$ cat src/rtl/led_speed_sched_if.sv
// Control/status bundle between the board control logic and the LED speed
// scheduler: table programming, sequence control and the divider output.
interface led_speed_sched_if #(
  parameter int DIV_W   = 24,
  parameter int STEPS   = 4,
  parameter int DWELL_W = 16
);
  localparam int AW = $clog2(STEPS);

  logic               cfg_we;
  logic [AW-1:0]      cfg_addr;
  logic [DIV_W-1:0]   cfg_div;
  logic [DWELL_W-1:0] cfg_dwell;
  logic               loop;
  logic               start;
  logic               stop;
  logic [DIV_W-1:0]   divider;
  logic               busy;
  logic [AW-1:0]      step_idx;
  logic               done;
  logic               cfg_err;

  // Board control side: programs the table and starts/stops sequences.
  modport master (
    output cfg_we, cfg_addr, cfg_div, cfg_dwell, loop, start, stop,
    input  divider, busy, step_idx, done, cfg_err
  );

  // Scheduler side.
  modport slave (
    input  cfg_we, cfg_addr, cfg_div, cfg_dwell, loop, start, stop,
    output divider, busy, step_idx, done, cfg_err
  );
endinterface

$ cat src/rtl/led_speed_sched.sv
// LED sweep-speed scheduler: walks a table of (divider, dwell) steps,
// ramping the knight-rider divider linearly toward each target and holding
// it for the programmed number of scheduler ticks.
module led_speed_sched #(
  parameter int               DIV_W       = 24,
  parameter int               STEPS       = 4,
  parameter int               DWELL_W     = 16,
  parameter int               TICK_DIV    = 50000,
  parameter int               RAMP_STEP   = 1000,
  parameter logic [DIV_W-1:0] DEFAULT_DIV = 24'd5000000
) (
  input logic              clk_src,
  input logic              reset_n,
  led_speed_sched_if.slave bus
);
  localparam int AW = $clog2(STEPS);
  localparam int PW = $clog2(TICK_DIV);
  localparam logic [PW-1:0]      TICK_LAST = PW'(TICK_DIV - 1);
  localparam logic [PW-1:0]      PRESC_ONE = PW'(1);
  localparam logic [DIV_W-1:0]   STEP_C    = DIV_W'(RAMP_STEP);
  localparam logic [AW-1:0]      LAST_IDX  = AW'(STEPS - 1);
  localparam logic [AW-1:0]      IDX_ONE   = AW'(1);
  localparam logic [DWELL_W-1:0] DWELL_ONE = DWELL_W'(1);
  localparam bit                 JUMP      = (RAMP_STEP == 0);

  typedef enum logic [1:0] {IDLE = 2'd0, RAMP = 2'd1, DWELL = 2'd2} state_t;

  state_t             state_r, state_nx_s;
  logic [PW-1:0]      presc_r, presc_nx_s;
  logic [DIV_W-1:0]   divider_r, divider_nx_s;
  logic [AW-1:0]      step_idx_r, step_nx_s;
  logic [DWELL_W-1:0] dwell_cnt_r, dwell_nx_s;
  logic               loop_r, loop_nx_s;
  logic               busy_r, done_r, done_nx_s, cfg_err_r, cfg_err_nx_s;
  logic [DIV_W-1:0]   div_tab_r   [STEPS];
  logic [DWELL_W-1:0] dwell_tab_r [STEPS];
  logic               tick_s, wr_ok_s;
  logic [DIV_W-1:0]   tgt_s, diff_s;

  // Unsigned distance between the current divider and a target.
  function automatic logic [DIV_W-1:0] abs_diff(input logic [DIV_W-1:0] a,
                                                input logic [DIV_W-1:0] b);
    if (a > b) return a - b;
    else       return b - a;
  endfunction

  assign tick_s  = (state_r != IDLE) && (presc_r == TICK_LAST);
  assign tgt_s   = div_tab_r[step_idx_r];
  assign diff_s  = abs_diff(divider_r, tgt_s);
  // A zero divider would stall the pattern block, so zero targets are refused.
  assign wr_ok_s = bus.cfg_we && (state_r == IDLE) && (bus.cfg_div != {DIV_W{1'b0}});
  assign cfg_err_nx_s = bus.cfg_we && !wr_ok_s;

  // Next-state and datapath decisions for the IDLE/RAMP/DWELL sequencer.
  always_comb begin
    state_nx_s   = state_r;
    divider_nx_s = divider_r;
    step_nx_s    = step_idx_r;
    dwell_nx_s   = dwell_cnt_r;
    loop_nx_s    = loop_r;
    done_nx_s    = 1'b0;
    if (tick_s || state_r == IDLE) presc_nx_s = {PW{1'b0}};
    else                           presc_nx_s = presc_r + PRESC_ONE;

    case (state_r)
      IDLE: begin
        if (bus.start) begin
          step_nx_s  = {AW{1'b0}};
          loop_nx_s  = bus.loop;
          state_nx_s = RAMP;
        end else begin
          state_nx_s = IDLE;
        end
      end
      RAMP: begin
        if (!tick_s) begin
          state_nx_s = RAMP;
        end else if (JUMP || diff_s <= STEP_C) begin
          divider_nx_s = tgt_s;
          dwell_nx_s   = dwell_tab_r[step_idx_r];
          state_nx_s   = DWELL;
        end else if (divider_r > tgt_s) begin
          divider_nx_s = divider_r - STEP_C;
        end else begin
          divider_nx_s = divider_r + STEP_C;
        end
      end
      DWELL: begin
        if (!tick_s) begin
          state_nx_s = DWELL;
        end else if (dwell_cnt_r != {DWELL_W{1'b0}}) begin
          dwell_nx_s = dwell_cnt_r - DWELL_ONE;
        end else if (step_idx_r != LAST_IDX) begin
          step_nx_s  = step_idx_r + IDX_ONE;
          state_nx_s = RAMP;
        end else if (loop_r) begin
          step_nx_s  = {AW{1'b0}};
          state_nx_s = RAMP;
        end else begin
          done_nx_s  = 1'b1;
          state_nx_s = IDLE;
        end
      end
      default: begin
        state_nx_s = IDLE;
      end
    endcase

    // Abort wins over start and over any tick update: freeze divider/index.
    if (bus.stop) begin
      state_nx_s   = IDLE;
      divider_nx_s = divider_r;
      step_nx_s    = step_idx_r;
      dwell_nx_s   = dwell_cnt_r;
      loop_nx_s    = loop_r;
      presc_nx_s   = {PW{1'b0}};
      done_nx_s    = 1'b0;
    end else begin
      done_nx_s    = done_nx_s;
    end
  end

  // Sequencer state and registered outputs.
  always_ff @(posedge clk_src or negedge reset_n) begin
    if (!reset_n) begin
      state_r     <= IDLE;
      presc_r     <= {PW{1'b0}};
      divider_r   <= DEFAULT_DIV;
      step_idx_r  <= {AW{1'b0}};
      dwell_cnt_r <= {DWELL_W{1'b0}};
      loop_r      <= 1'b0;
      busy_r      <= 1'b0;
      done_r      <= 1'b0;
      cfg_err_r   <= 1'b0;
    end else begin
      state_r     <= state_nx_s;
      presc_r     <= presc_nx_s;
      divider_r   <= divider_nx_s;
      step_idx_r  <= step_nx_s;
      dwell_cnt_r <= dwell_nx_s;
      loop_r      <= loop_nx_s;
      busy_r      <= (state_nx_s != IDLE);
      done_r      <= done_nx_s;
      cfg_err_r   <= cfg_err_nx_s;
    end
  end

  // Step table; a write in the same cycle as start lands before step 0 is read.
  always_ff @(posedge clk_src or negedge reset_n) begin
    if (!reset_n) begin
      for (int i = 0; i < STEPS; i++) begin
        div_tab_r[i]   <= DEFAULT_DIV;
        dwell_tab_r[i] <= {DWELL_W{1'b0}};
      end
    end else if (wr_ok_s) begin
      div_tab_r[bus.cfg_addr]   <= bus.cfg_div;
      dwell_tab_r[bus.cfg_addr] <= bus.cfg_dwell;
    end
  end

  assign bus.divider  = divider_r;
  assign bus.busy     = busy_r;
  assign bus.step_idx = step_idx_r;
  assign bus.done     = done_r;
  assign bus.cfg_err  = cfg_err_r;
endmodule

$ cat src/flat_wrapper.sv
// flat-port wrapper written by rule: the top's interface ports become plain ports
module led_speed_sched_flat 
#(
  parameter int               DIV_W       = 24,
  parameter int               STEPS       = 4,
  parameter int               DWELL_W     = 16,
  parameter int               TICK_DIV    = 50000,
  parameter int               RAMP_STEP   = 1000,
  parameter logic [DIV_W-1:0] DEFAULT_DIV = 24'd5000000
)
  (clk_src, reset_n, bus_cfg_we, bus_cfg_addr, bus_cfg_div, bus_cfg_dwell, bus_loop, bus_start, bus_stop, bus_divider, bus_busy, bus_step_idx, bus_done, bus_cfg_err);
  led_speed_sched_if #(.DIV_W(DIV_W), .STEPS(STEPS), .DWELL_W(DWELL_W)) bus_i ();
  input logic clk_src;
  input logic reset_n;
  input wire logic [$bits(bus_i.cfg_we)-1:0] bus_cfg_we;
  input wire logic [$bits(bus_i.cfg_addr)-1:0] bus_cfg_addr;
  input wire logic [$bits(bus_i.cfg_div)-1:0] bus_cfg_div;
  input wire logic [$bits(bus_i.cfg_dwell)-1:0] bus_cfg_dwell;
  input wire logic [$bits(bus_i.loop)-1:0] bus_loop;
  input wire logic [$bits(bus_i.start)-1:0] bus_start;
  input wire logic [$bits(bus_i.stop)-1:0] bus_stop;
  output wire logic [$bits(bus_i.divider)-1:0] bus_divider;
  output wire logic [$bits(bus_i.busy)-1:0] bus_busy;
  output wire logic [$bits(bus_i.step_idx)-1:0] bus_step_idx;
  output wire logic [$bits(bus_i.done)-1:0] bus_done;
  output wire logic [$bits(bus_i.cfg_err)-1:0] bus_cfg_err;
  assign bus_i.cfg_we = bus_cfg_we;
  assign bus_i.cfg_addr = bus_cfg_addr;
  assign bus_i.cfg_div = bus_cfg_div;
  assign bus_i.cfg_dwell = bus_cfg_dwell;
  assign bus_i.loop = bus_loop;
  assign bus_i.start = bus_start;
  assign bus_i.stop = bus_stop;
  assign bus_divider = bus_i.divider;
  assign bus_busy = bus_i.busy;
  assign bus_step_idx = bus_i.step_idx;
  assign bus_done = bus_i.done;
  assign bus_cfg_err = bus_i.cfg_err;
  led_speed_sched #(.DIV_W(DIV_W), .STEPS(STEPS), .DWELL_W(DWELL_W), .TICK_DIV(TICK_DIV), .RAMP_STEP(RAMP_STEP), .DEFAULT_DIV(DEFAULT_DIV)) u_core (.clk_src(clk_src), .reset_n(reset_n), .bus(bus_i));
endmodule
$ cat config.mk
export PLATFORM = sky130hd
export DESIGN_NAME = led_speed_sched_flat
export DESIGN_NICKNAME = d
export VERILOG_FILES = /design/src/rtl/led_speed_sched_if.sv /design/src/rtl/led_speed_sched.sv /design/src/flat_wrapper.sv
export SDC_FILE = /design/constraint.sdc
export NUM_CORES = 1
export LEC_CHECK = 0
export ABC_AREA = 1
export BUFFER_PORTS_ARGS = -buffer_cell sky130_fd_sc_hd__clkbuf_2
export CORE_UTILIZATION = 68
export DETAILED_ROUTE_END_ITERATION = 12
export GPL_TIMING_DRIVEN = 0
export PLACE_DENSITY = 0.87
export SETUP_SLACK_MARGIN = 0.3
export SLEW_MARGIN = 0
export SYNTH_ARGS = -nofsm -noshare
export SYNTH_HDL_FRONTEND = slang
export SYNTH_SLANG_ARGS = --single-unit
$ cat constraint.sdc
create_clock -name clk_src -period 9.5 [get_ports clk_src]
set_input_delay 1.9 -clock clk_src [delete_from_list [all_inputs] [get_ports clk_src]]
set_output_delay 1.9 -clock clk_src [all_outputs]
set_load 0.02 [all_outputs]
### After elaboration in Yosys (flattened, before gate mapping)

Cells that the tools add are included.

* register bits: 224
* input port bits: 48
* output and inout bits: 29
* logic and storage cells: 104

* add/sub/neg operators: 7
* magnitude comparators: 5
* equality and inequality tests: 11
* muxes and demuxes: 43
* bitwise gates (word level): 3
* reduce and logical (&&, ||, !) cells: 18

Operator list (count)
* $mux W16: 9
* $mux W24: 6
* $bwmux W96: 1
* $bwmux W64: 1
* $bmux W24 S2: 1
* $demux W24 S2: 1
* $sub A24 B24 Y24: 2
* $bmux W16 S2: 1
* $demux W16 S2: 1
* $pmux W16 S2: 1
* $add A24 B10 Y24 const B: 1
* $gt A24 B24 Y1: 1
* $le A24 B10 Y1 const B: 1
* $reduce_bool A24 Y1: 1
* $sub A24 B10 Y24 const B: 1
* $mux W2: 11
* $add A16 B1 Y16 const B: 1
* $eq A16 B16 Y1 const B: 1
* $reduce_bool A16 Y1: 1
* $sub A16 B1 Y16 const B: 1
* $reduce_and A6 Y1: 2
* $mux W1: 8
* $ne A2 B1 Y1 const B: 4
* $reduce_bool A2 Y1: 4
* 16 further kinds: 25

### Longest topological paths before layout

Gate-level depths: netlist of run 1.

* depth in word-level cells: 12
* gate-level depth with buffers: 33
* gate-level depth less buffers: 30

### Worst setup path after synthesis of run 1

OpenSTA, ideal clock, no wires.

* path kind: reg-to-reg
* start: register u_core.step_idx_r[0] (netlist: u_core.bus.step_idx[0])
* end: register u_core.divider_r[18] (netlist: u_core.bus.divider[18])
* setup time: 0.077 ns
* arrival: 4.400 ns
* required time: 9.423 ns
* slack: 5.024 ns
* stages on the path, launching flop included: 32
* buffers on the path: 4
* clock period less this slack: 4.476 ns
* path through: dfrtp_1 -> clkinv_1 -> clkbuf_1 -> clkbuf_1 -> nand2_1 -> a32oi_1 -> ha_1 -> buf_4 -> nand2_1 -> inv_1 -> nand2_1 -> nand2_1 -> nand2_1 -> nand2_1 -> nand2_1 -> nand3_2 -> nand2_4 -> buf_6 -> ha_1 -> nand2_1 -> nand2_1 -> nand3_1 -> nand3_1 -> a21oi_1 -> o21ai_0 -> a21oi_1 -> nor2_1 -> nor2_1 -> xor2_1 -> nand2_1 -> nand3_1 -> nand2_1

* longest elaborated chain between the ends: 8
* elaborated cells between the ends (all ways): 11
* those cells by class: 2 x add/sub; 2 x order compare; 6 x mux; 1 x bitwise

Ends and longest elaborated chain
* start, declared: line led_speed_sched.sv:31 `logic [AW-1:0] step_idx_r, step_nx_s;`
* start signal, assigned: line led_speed_sched.sv:129 `step_idx_r <= {AW{1'b0}};`
* start signal, assigned: line led_speed_sched.sv:139 `step_idx_r <= step_nx_s;`
* $not A2 Y3 (not written as such) *: line led_speed_sched.sv:48 `assign tgt_s = div_tab_r[step_idx_r];`
* $bmux W24 S2 *: line led_speed_sched.sv:48
* $mux W24 (not written as such) * (2 in series): line led_speed_sched.sv:48
* $sub A24 B24 Y24, or another cell as far along: line led_speed_sched.sv:44 `else return b - a;`
* $mux W24: line led_speed_sched.sv:43 `if (a > b) return a - b;`
* $le A24 B10 Y1: line led_speed_sched.sv:78 `end else if (JUMP || diff_s <= STEP_C) begin`
* $mux W24 *: line led_speed_sched.sv:78
* end signal, assigned: line led_speed_sched.sv:138 `divider_r <= divider_nx_s;`
* end, declared: line led_speed_sched.sv:30 `logic [DIV_W-1:0] divider_r, divider_nx_s;`

Every way passes the cells marked *; elsewhere a longest branch is shown, timed or not. The select of a mux whose other input is x is not followed.
A chain may end at the register's enable or synchronous reset.

### Worst setup path in the final report of run 1

Same ends and word-level chain as after synthesis.

==> metrics.txt, run 1 <==
top cells by area, synth=sky130_fd_sc_hd__dfrtp_1, sky130_fd_sc_hd__nand2_1, sky130_fd_sc_hd__inv_1; run status=completed; critical path arrival=roughly 6.8 ns; type of the worst min-delay path=flip-flop to flip-flop; type of origin of the critical path=flip-flop; max-cap check violation count=0; global-route wire length before repair=71.9 mm; core footprint=21,800 um^2; HPWL after detailed placement=33.6 mm; final wirelength=roughly 46 mm; # DRC=0; number of port buffers=76; number of top-level design ports=just under 80; Synth Area in XOR/XNOR=0.0238; Fin. Hold Viols=0; clock period minus final worst setup slack=6.31 ns; Total Nets Final=2,439; main combinational cell family by area after synthesis=simple AND/OR/NAND/NOR gates; fraction of the mapped netlist area in simple logic gates=0.307; number of instances in the synthesized netlist=2,216; Static Leakage=roughly 0.0088 uW; setup-violating endpoint count in the final report=0; post-placement worst setup slack=3.51 ns; Hold-fix buffers, CTS=0; fraction of synthesized area in multiplexers=0; Mapped Avg Cell Area=about 6.8 um^2; number of synthesized register bits=~220; worst min-delay path startpoint=u_core.presc_r[0]$_DFF_PN0_; pin count of the biggest net entering global routing=around 110; clk slew on worst S/H paths=0.06 ns; die height=151 um; critical path class=flip-flop to flip-flop; Pwr Density=just under 200 nW/um^2; ant diodes=0; number of buffers inserted to repair setup after CTS=0; Post-Route Skew=~0.024 ns; post-synthesis async set-or-reset flop share=1.00; required time reported for the critical path endpoint=between 9 and 10 ns; final weighted congestion in routability-driven placement=about 0.97; cell at the root of the clock tree=sky130_fd_sc_hd__clkbuf_16; post-synthesis compound-gate area fraction=0.137; number of buffers on the longest clock path=3; most numerous cell in the Yosys netlist=sky130_fd_sc_hd__nand2_1; post-synthesis cell type with the largest combined area=sky130_fd_sc_hd__dfrtp_1; Achievable Freq=between 150 and 200 MHz; list of most frequent post-synthesis cells=sky130_fd_sc_hd__nand2_1, sky130_fd_sc_hd__inv_1, sky130_fd_sc_hd__o21ai_0, sky130_fd_sc_hd__dfrtp_1, sky130_fd_sc_hd__nor2_1; cts bufs inserted=24; floorplan row count=54; vias in the first global route=about 15,000; primary flip-flop cell chosen by synthesis mapping=sky130_fd_sc_hd__dfrtp_1; adder-cell share of the synthesized area=0.0593; fraction of the yosys area taken by sequential cells=0.375; area of the die=22,800 um^2; Worst setup EP type=flip-flop; Synth Net Count=2,335; R2R Setup Slk=~3.2 ns; Max VDD drop=~0.21 mV; cell count of the worst reg-to-reg path=27; average wire per cell in the routed design=17.4 um; Unique masters post-synth=49; Gates resized, CTS repair=0; worst slew margin relative to its limit=0.215; starting utilization of the core area=0.692; Synth top area share=0.305; area growth from synthesis to layout=10.3%; Worst Hold End=u_core.presc_r[0]$_DFF_PN0_; share of the core filled with cells=0.763; setup TNS=0 ns; total vias in the final route=15,400; number of cells on the worst hold path=1; Post-DRT Antenna Nets=0; crit path setup slack, layout=approximately 3.2 ns; fraction of layout cells with a size suffix above 1=0.0817; Yosys Warn Count=0; length of the first detailed-routing pass in iterations=7; CTS H-Tree Depth=1; clock tree from TritonCTS=done; vias per cell=about 5.9; top fanout value on the critical path=15; end of the worst register-to-register path=u_core.bus.divider[18]$_DFFE_PN1P_; Post-synth EDFFs=0; antenna violations before repair=0; netlist area before placement=15,100 um^2; RSZ-0062 raised after global routing=no; number of DRC markers in iteration 0=1,414; x dimension of the die=151 um; latest clock arrival within the worst-skew pair=0.55 ns; transition at the pin with the smallest max-transition slack=around 1.2 ns; total count of max-transition violations in the final report=0; share of the clock period used by the worst path=0.664; startpoint of the worst-slack reg-to-reg timing path=u_core.bus.step_idx[0]$_DFFE_PN0P_; global-route congestion overflow total=0; number of sinks on the clock net=about 220; GR Util All Layers=0.407
## worst max path at each step
stage,from,endpoint,cells past startpoint
3_5_place_dp,u_core.bus.step_idx[0]$_DFFE_PN0P_,u_core.bus.divider[18]$_DFFE_PN1P_,26
5_1_grt,u_core.bus.step_idx[0]$_DFFE_PN0P_,u_core.bus.divider[18]$_DFFE_PN1P_,26
4_1_cts,u_core.bus.step_idx[0]$_DFFE_PN0P_,u_core.bus.divider[18]$_DFFE_PN1P_,26
3_3_place_gp,reset_n,u_core.div_tab_r[36]$_DFFE_PN0P_,1
6_report,u_core.bus.step_idx[0]$_DFFE_PN0P_,u_core.bus.divider[18]$_DFFE_PN1P_,27
2_1_floorplan,u_core.bus.step_idx[0]$_DFFE_PN0P_,u_core.bus.divider[18]$_DFFE_PN1P_,31
## stage by stage
stage | power, uW | hold slack (ns) | cells | area, um^2
floorplan | 1990 | 0.433 | 2216 | 15100
global placement | 2280 | 0.455 | 2572 | 15800
detailed placement | 2320 | 0.465 | 2574 | 15900
CTS | 3220 | 0.472 | 2617 | 16700
global route | 3440 | 0.490 | 2617 | 16700
finish | 3260 | 0.465 | 2617 | 16700
## registers in the layout (all words and copies together) (netlist names)
signal	count
u_core.state_r	2
u_core.bus.divider	24
u_core.bus.step_idx	2
u_core.bus.done	1
u_core.loop_r	1
u_core.dwell_cnt_r	16
u_core.presc_r	16
u_core.div_tab_r	96
u_core.bus.cfg_err	1
u_core.bus.busy	1
u_core.dwell_tab_r	64
## power by group
group	internal, uW	switching [uW]	total, uW
Clock	510	394	903
Sequential	1130	86.9	1210
Combinational	360	782	1140
## critical path, stage by stage (launching register included)
cell and delay (ns):
sky130_fd_sc_hd__dfrtp_1 0.61, sky130_fd_sc_hd__clkbuf_1 0.45, sky130_fd_sc_hd__clkbuf_1 0.56, sky130_fd_sc_hd__a21oi_1 0.17, sky130_fd_sc_hd__a32oi_1 0.55, sky130_fd_sc_hd__ha_1 0.43, sky130_fd_sc_hd__nand2_1 0.18, sky130_fd_sc_hd__inv_1 0.07
sky130_fd_sc_hd__nand3_2 0.12, sky130_fd_sc_hd__inv_1 0.05, sky130_fd_sc_hd__a21oi_1 0.30, sky130_fd_sc_hd__nand3_2 0.20, sky130_fd_sc_hd__nand2_4 0.18, sky130_fd_sc_hd__buf_6 0.23, sky130_fd_sc_hd__ha_1 0.33, sky130_fd_sc_hd__nand2_1 0.10
sky130_fd_sc_hd__nand2_1 0.06, sky130_fd_sc_hd__nand3_1 0.10, sky130_fd_sc_hd__nand3_1 0.14, sky130_fd_sc_hd__a21oi_1 0.31, sky130_fd_sc_hd__o21ai_0 0.22, sky130_fd_sc_hd__a21oi_1 0.26, sky130_fd_sc_hd__nor2_1 0.07, sky130_fd_sc_hd__nor2_1 0.13
sky130_fd_sc_hd__xor2_1 0.17, sky130_fd_sc_hd__nand2_1 0.07, sky130_fd_sc_hd__nand3_1 0.08, sky130_fd_sc_hd__nand2_1 0.06
## cells in the final DEF, fill, tap and decap left out, drive strengths merged
cell,count
nand2,823
inv,302
o21ai,188
dfrtp,184
clkbuf,178
nor2,133
nand3,111
a21oi,95
ha,70
dfstp,40
xor2,31
o21a,29
nand4,27
a32oi,25
nor3,16
buf,15
xnor2,10
nor4,9
a31oi,7
clkinv,6
nor3b,5
o21bai,5
o211ai,5
o22ai,4
nand3b,4
or2,2
and3,2
o31ai,2
a311oi,1
a211oi,1
a221o,1
a2bb2oi,1
a21boi,1
a21o,1
o311ai,1
fa,1
clkinvlp,1
## routing by layer
layer	wire length [um]	part of all wire	GRT usage	vias to the layer above
li1	-	-	-	7263
met1	18500	0.40	0.526	7143
met2	20900	0.46	0.662	828
met3	4180	0.092	0.0756	172
met4	2080	0.046	0.188	0
met5	0	0	0	-
## cell families (layout without fill, tap and decap cells)
family / count (synthesis) / count (layout)
simple gates: 1132 / 1132
buf+inv: 381 / 502
compound gates: 367 / 367
flops: 224 / 224
fa+ha+maj: 71 / 71
xor+xnor: 41 / 41
## layout make-up
type	count	area, um^2
multi-input cells	1611	7960
inverters	302	1130
well taps	280	350
flip-flops and latches	224	5660
plain buffers	79	348
fillers	1744	5170
repair buffers	78	444
clock inverters	7	66.3
clock buffers	36	696
No activity file was read; power rests on OpenSTA's default activity.
==> run 2: changes to the inputs <==
--- a/config.mk
+++ b/config.mk
@@ -7,10 +7,10 @@
 export LEC_CHECK = 0
 export ABC_AREA = 1
 export BUFFER_PORTS_ARGS = -buffer_cell sky130_fd_sc_hd__clkbuf_2
-export CORE_UTILIZATION = 68
+export CORE_UTILIZATION = 57
 export DETAILED_ROUTE_END_ITERATION = 12
 export GPL_TIMING_DRIVEN = 0
-export PLACE_DENSITY = 0.87
+export PLACE_DENSITY = 0.78
 export SETUP_SLACK_MARGIN = 0.3
 export SLEW_MARGIN = 0
 export SYNTH_ARGS = -nofsm -noshare
==> constraint.sdc (replaced) <==
create_clock -name clk_src -period 5.8 [get_ports clk_src]
set_input_delay 1.16 -clock clk_src [delete_from_list [all_inputs] [get_ports clk_src]]
set_output_delay 1.16 -clock clk_src [all_outputs]
set_load 0.02 [all_outputs]
==> run 2 against run 1 <==
Die area grew 19%. Core utilization is 11 points lower. Global-route usage down 7.1 points. Power is 69% higher. Register-to-register slack worse by 2.7 ns. Sequential cell count unchanged. Worst setup slack lost 2.7 ns. Non-clock buffer count is 3 higher. First-iteration DRC count grew 6.6%. Hold slack worse by 0.0019 ns. Sequential share of layout area decreased by 0.85 points. Critical path type unchanged. Largest cell class unchanged. Largest power group unchanged. Highest routed layer unchanged.
==> metrics.txt, run 2 (synthesis results as in run 1) <==
most frequent standard cell in the layout excluding fill and tap cells=sky130_fd_sc_hd__nand2_1; R2R Setup Slk=0.47 ns (-2.72 ns); RSZ-0062 raised after global routing=no; GR Util All Layers=0.336 (-0.0706); cell at the root of the clock tree=sky130_fd_sc_hd__clkbuf_16; Fin. Hold Viols=0 (unchanged); final weighted congestion in routability-driven placement=1.00 (+3.2%); Static Leakage=0.00892 uW (+1.4%); vias in the first global route=14,000 (-3.4%); area of the die=27,100 um^2 (+19%); max-cap check violation count=0 (unchanged); setup TNS=0 ns (unchanged); number of sinks on the clock net=224 (unchanged); Post-Route Skew=0.00946 ns (-0.0150 ns); run status=completed; number of non-filler instances in the completed layout=2,677 (+2.3%); DP Area=15,900 um^2 (+0.26%); Max VDD drop=0.312 mV (+52%); final wirelength=45.3 mm (-0.70%); Post-DRT Antenna Nets=0 (unchanged); total count of max-transition violations in the final report=0 (unchanged); transition at the pin with the smallest max-transition slack=1.14 ns (-0.0293 ns); share of the clock period used by the worst path=0.919 (+0.255); combined area of the multi-input logic cells=8190 um^2 (+2.9%); # placed instances=2,628 (+2.1%); length of the first detailed-routing pass in iterations=6 (-1); critical path arrival=5.74 ns (-1.02 ns); Reg with most FFs=u_core.div_tab_r; CTS H-Tree Depth=1 (unchanged); largest incremental delay on the critical path=0.48 ns (-0.13 ns); number of top-level design ports=77 (unchanged); clock tree from TritonCTS=done; die height=165 um (+9.1%); # DRC=0 (unchanged); Total Nets Final=2,443 (+0.16%); Layout Cell Area excl Fill=17,100 um^2 (+2.6%); share of the core filled with cells=0.657 (-0.106); Pwr Density=322 nW/um^2 (+65%); x dimension of the die=165 um (+9.1%); type of origin of the critical path=flip-flop; critical path class=flip-flop to flip-flop; ant diodes=0 (unchanged); Storage cell area=5660 um^2 (about the same); leading cell types in the layout, fill and taps excluded=sky130_fd_sc_hd__nand2_1, sky130_fd_sc_hd__inv_1, sky130_fd_sc_hd__o21ai_0; starting utilization of the core area=0.581 (-0.111); Achievable Freq=188 MHz (+18%); latest clock arrival within the worst-skew pair=0.53 ns (-0.02 ns); global-route wire length before repair=71.3 mm (-0.82%); Filler cells=2,345 (+34%); vias per cell=5.66 (-3.9%); number of DRC markers in iteration 0=1,508 (+6.6%); smallest hold slack=0.464 ns (-0.00192 ns); floorplan row count=59 (+9.3%); clock period minus final worst setup slack=5.33 ns (-0.976 ns); top fanout value on the critical path=23 (+8); HPWL after detailed placement=33.4 mm (-0.48%); antenna violations before repair=0 (unchanged); clk slew on worst S/H paths=0.06 ns (about the same); worst slew margin relative to its limit=0.234 (+0.0197); cts bufs inserted=25 (+4.2%); required time reported for the critical path endpoint=6.21 ns (-3.74 ns); setup-violating endpoint count in the final report=0 (unchanged); master of the slowest instance on the critical path=sky130_fd_sc_hd__dfrtp_2; area growth from synthesis to layout=13.2%; CP dominant cell by count=sky130_fd_sc_hd__nand2_1; fraction of layout cells with a size suffix above 1=0.108 (+0.0267); Worst setup EP type=flip-flop; total vias in the final route=15,100 (-1.7%); max reg flops=96 (unchanged); core footprint=26,000 um^2 (+19%); global-route congestion overflow total=0 (unchanged); type of the worst min-delay path=flip-flop to flip-flop; number of buffers on the longest clock path=3 (unchanged); pin count of the biggest net entering global routing=120 (+11%); number of port buffers=76 (unchanged); average wire per cell in the routed design=16.9 um (-2.9%)
run 2: changes by cell type in the layout (fill, tap and decap cells not counted), moves of 4 or more:
cell | before | now
sky130_fd_sc_hd__a21oi_2 | 0 | 5
sky130_fd_sc_hd__a32oi_1 | 25 | 5
sky130_fd_sc_hd__ha_2 | 0 | 4
sky130_fd_sc_hd__clkbuf_4 | 0 | 9
sky130_fd_sc_hd__clkbuf_1 | 71 | 48
sky130_fd_sc_hd__a32oi_2 | 0 | 18
sky130_fd_sc_hd__a21oi_1 | 95 | 90
sky130_fd_sc_hd__clkbuf_2 | 77 | 88
sky130_fd_sc_hd__ha_1 | 70 | 65
sky130_fd_sc_hd__buf_4 | 2 | 8
run 2: where the power goes:
part	leakage, uW	switching (uW)	internal, uW
sequential	0.00276	139	1840
clock	0.000403	647	946
combinational	0.00576	1300	629
run 2: critical path: cells and delay by family (launching register included):
kind | cells | cell delay (ns)
XOR/XNOR | 1 | 0.15
adder cells (fa/ha/maj) | 2 | 0.81
AO/OA/AOI/OAI | 6 | 1.14
buffers and inverters | 3 | 0.85
flip-flops | 1 | 0.48
AND/OR/NAND/NOR | 13 | 1.77
run 2: worst paths after layout:
| path | startpoint | end | cells past startpoint |
|---|---|---|---|
| worst max register to register | u_core.bus.step_idx[0]$_DFFE_PN0P_ | u_core.bus.divider[23]$_DFFE_PN0P_ | 25 |
| max in group asynchronous | reset_n | u_core.div_tab_r[36]$_DFFE_PN0P_ | 2 |
| worst max-delay path | u_core.bus.step_idx[0]$_DFFE_PN0P_ | u_core.bus.divider[23]$_DFFE_PN0P_ | 25 |
| worst min-delay path | u_core.presc_r[0]$_DFF_PN0_ | u_core.presc_r[0]$_DFF_PN0_ | 1 |
| worst min register to register | u_core.presc_r[0]$_DFF_PN0_ | u_core.presc_r[0]$_DFF_PN0_ | 1 |
| min in group asynchronous | reset_n | u_core.presc_r[0]$_DFF_PN0_ | 1 |
run 2: area by class of cell:
cell class / instances / share of cell area
repair buffers: 81 / 0.0261
well taps: 335 / 0.0245
flip-flops and latches: 224 / 0.331
multi-input cells: 1611 / 0.480
clock inverters: 10 / 0.00659
plain buffers: 79 / 0.0238
clock buffers: 35 / 0.0417
inverters: 302 / 0.0665
run 2: timing repair:
action,in CTS,in global routing
hold buffers,0,0
hold endpoints to repair,0,0
setup endpoints to repair,13,10
setup buffers,0,4
pin swaps,0,4
gates resized for setup,31,58
run 2: metal layers:
metal | global-route usage | wire (um) | vias to the layer above
met4 | 0.111 | 1220 | 0
met1 | 0.464 | 19500 | 7184
met5 | 0 | 0 | -
li1 | - | - | 7265
met3 | 0.0500 | 3640 | 89
met2 | 0.542 | 21000 | 602
run 2: metrics by stage:
| stage | total power, uW | setup slack (ns) |
|---|---|---|
| final | 5500 | 0.471 |
| after global routing | 5830 | 0.280 |
| after CTS | 5430 | 0.366 |
| after detailed placement | 3810 | -0.277 |
| after global placement | 3770 | -0.888 |
| after floorplan | 3260 | 1.32 |
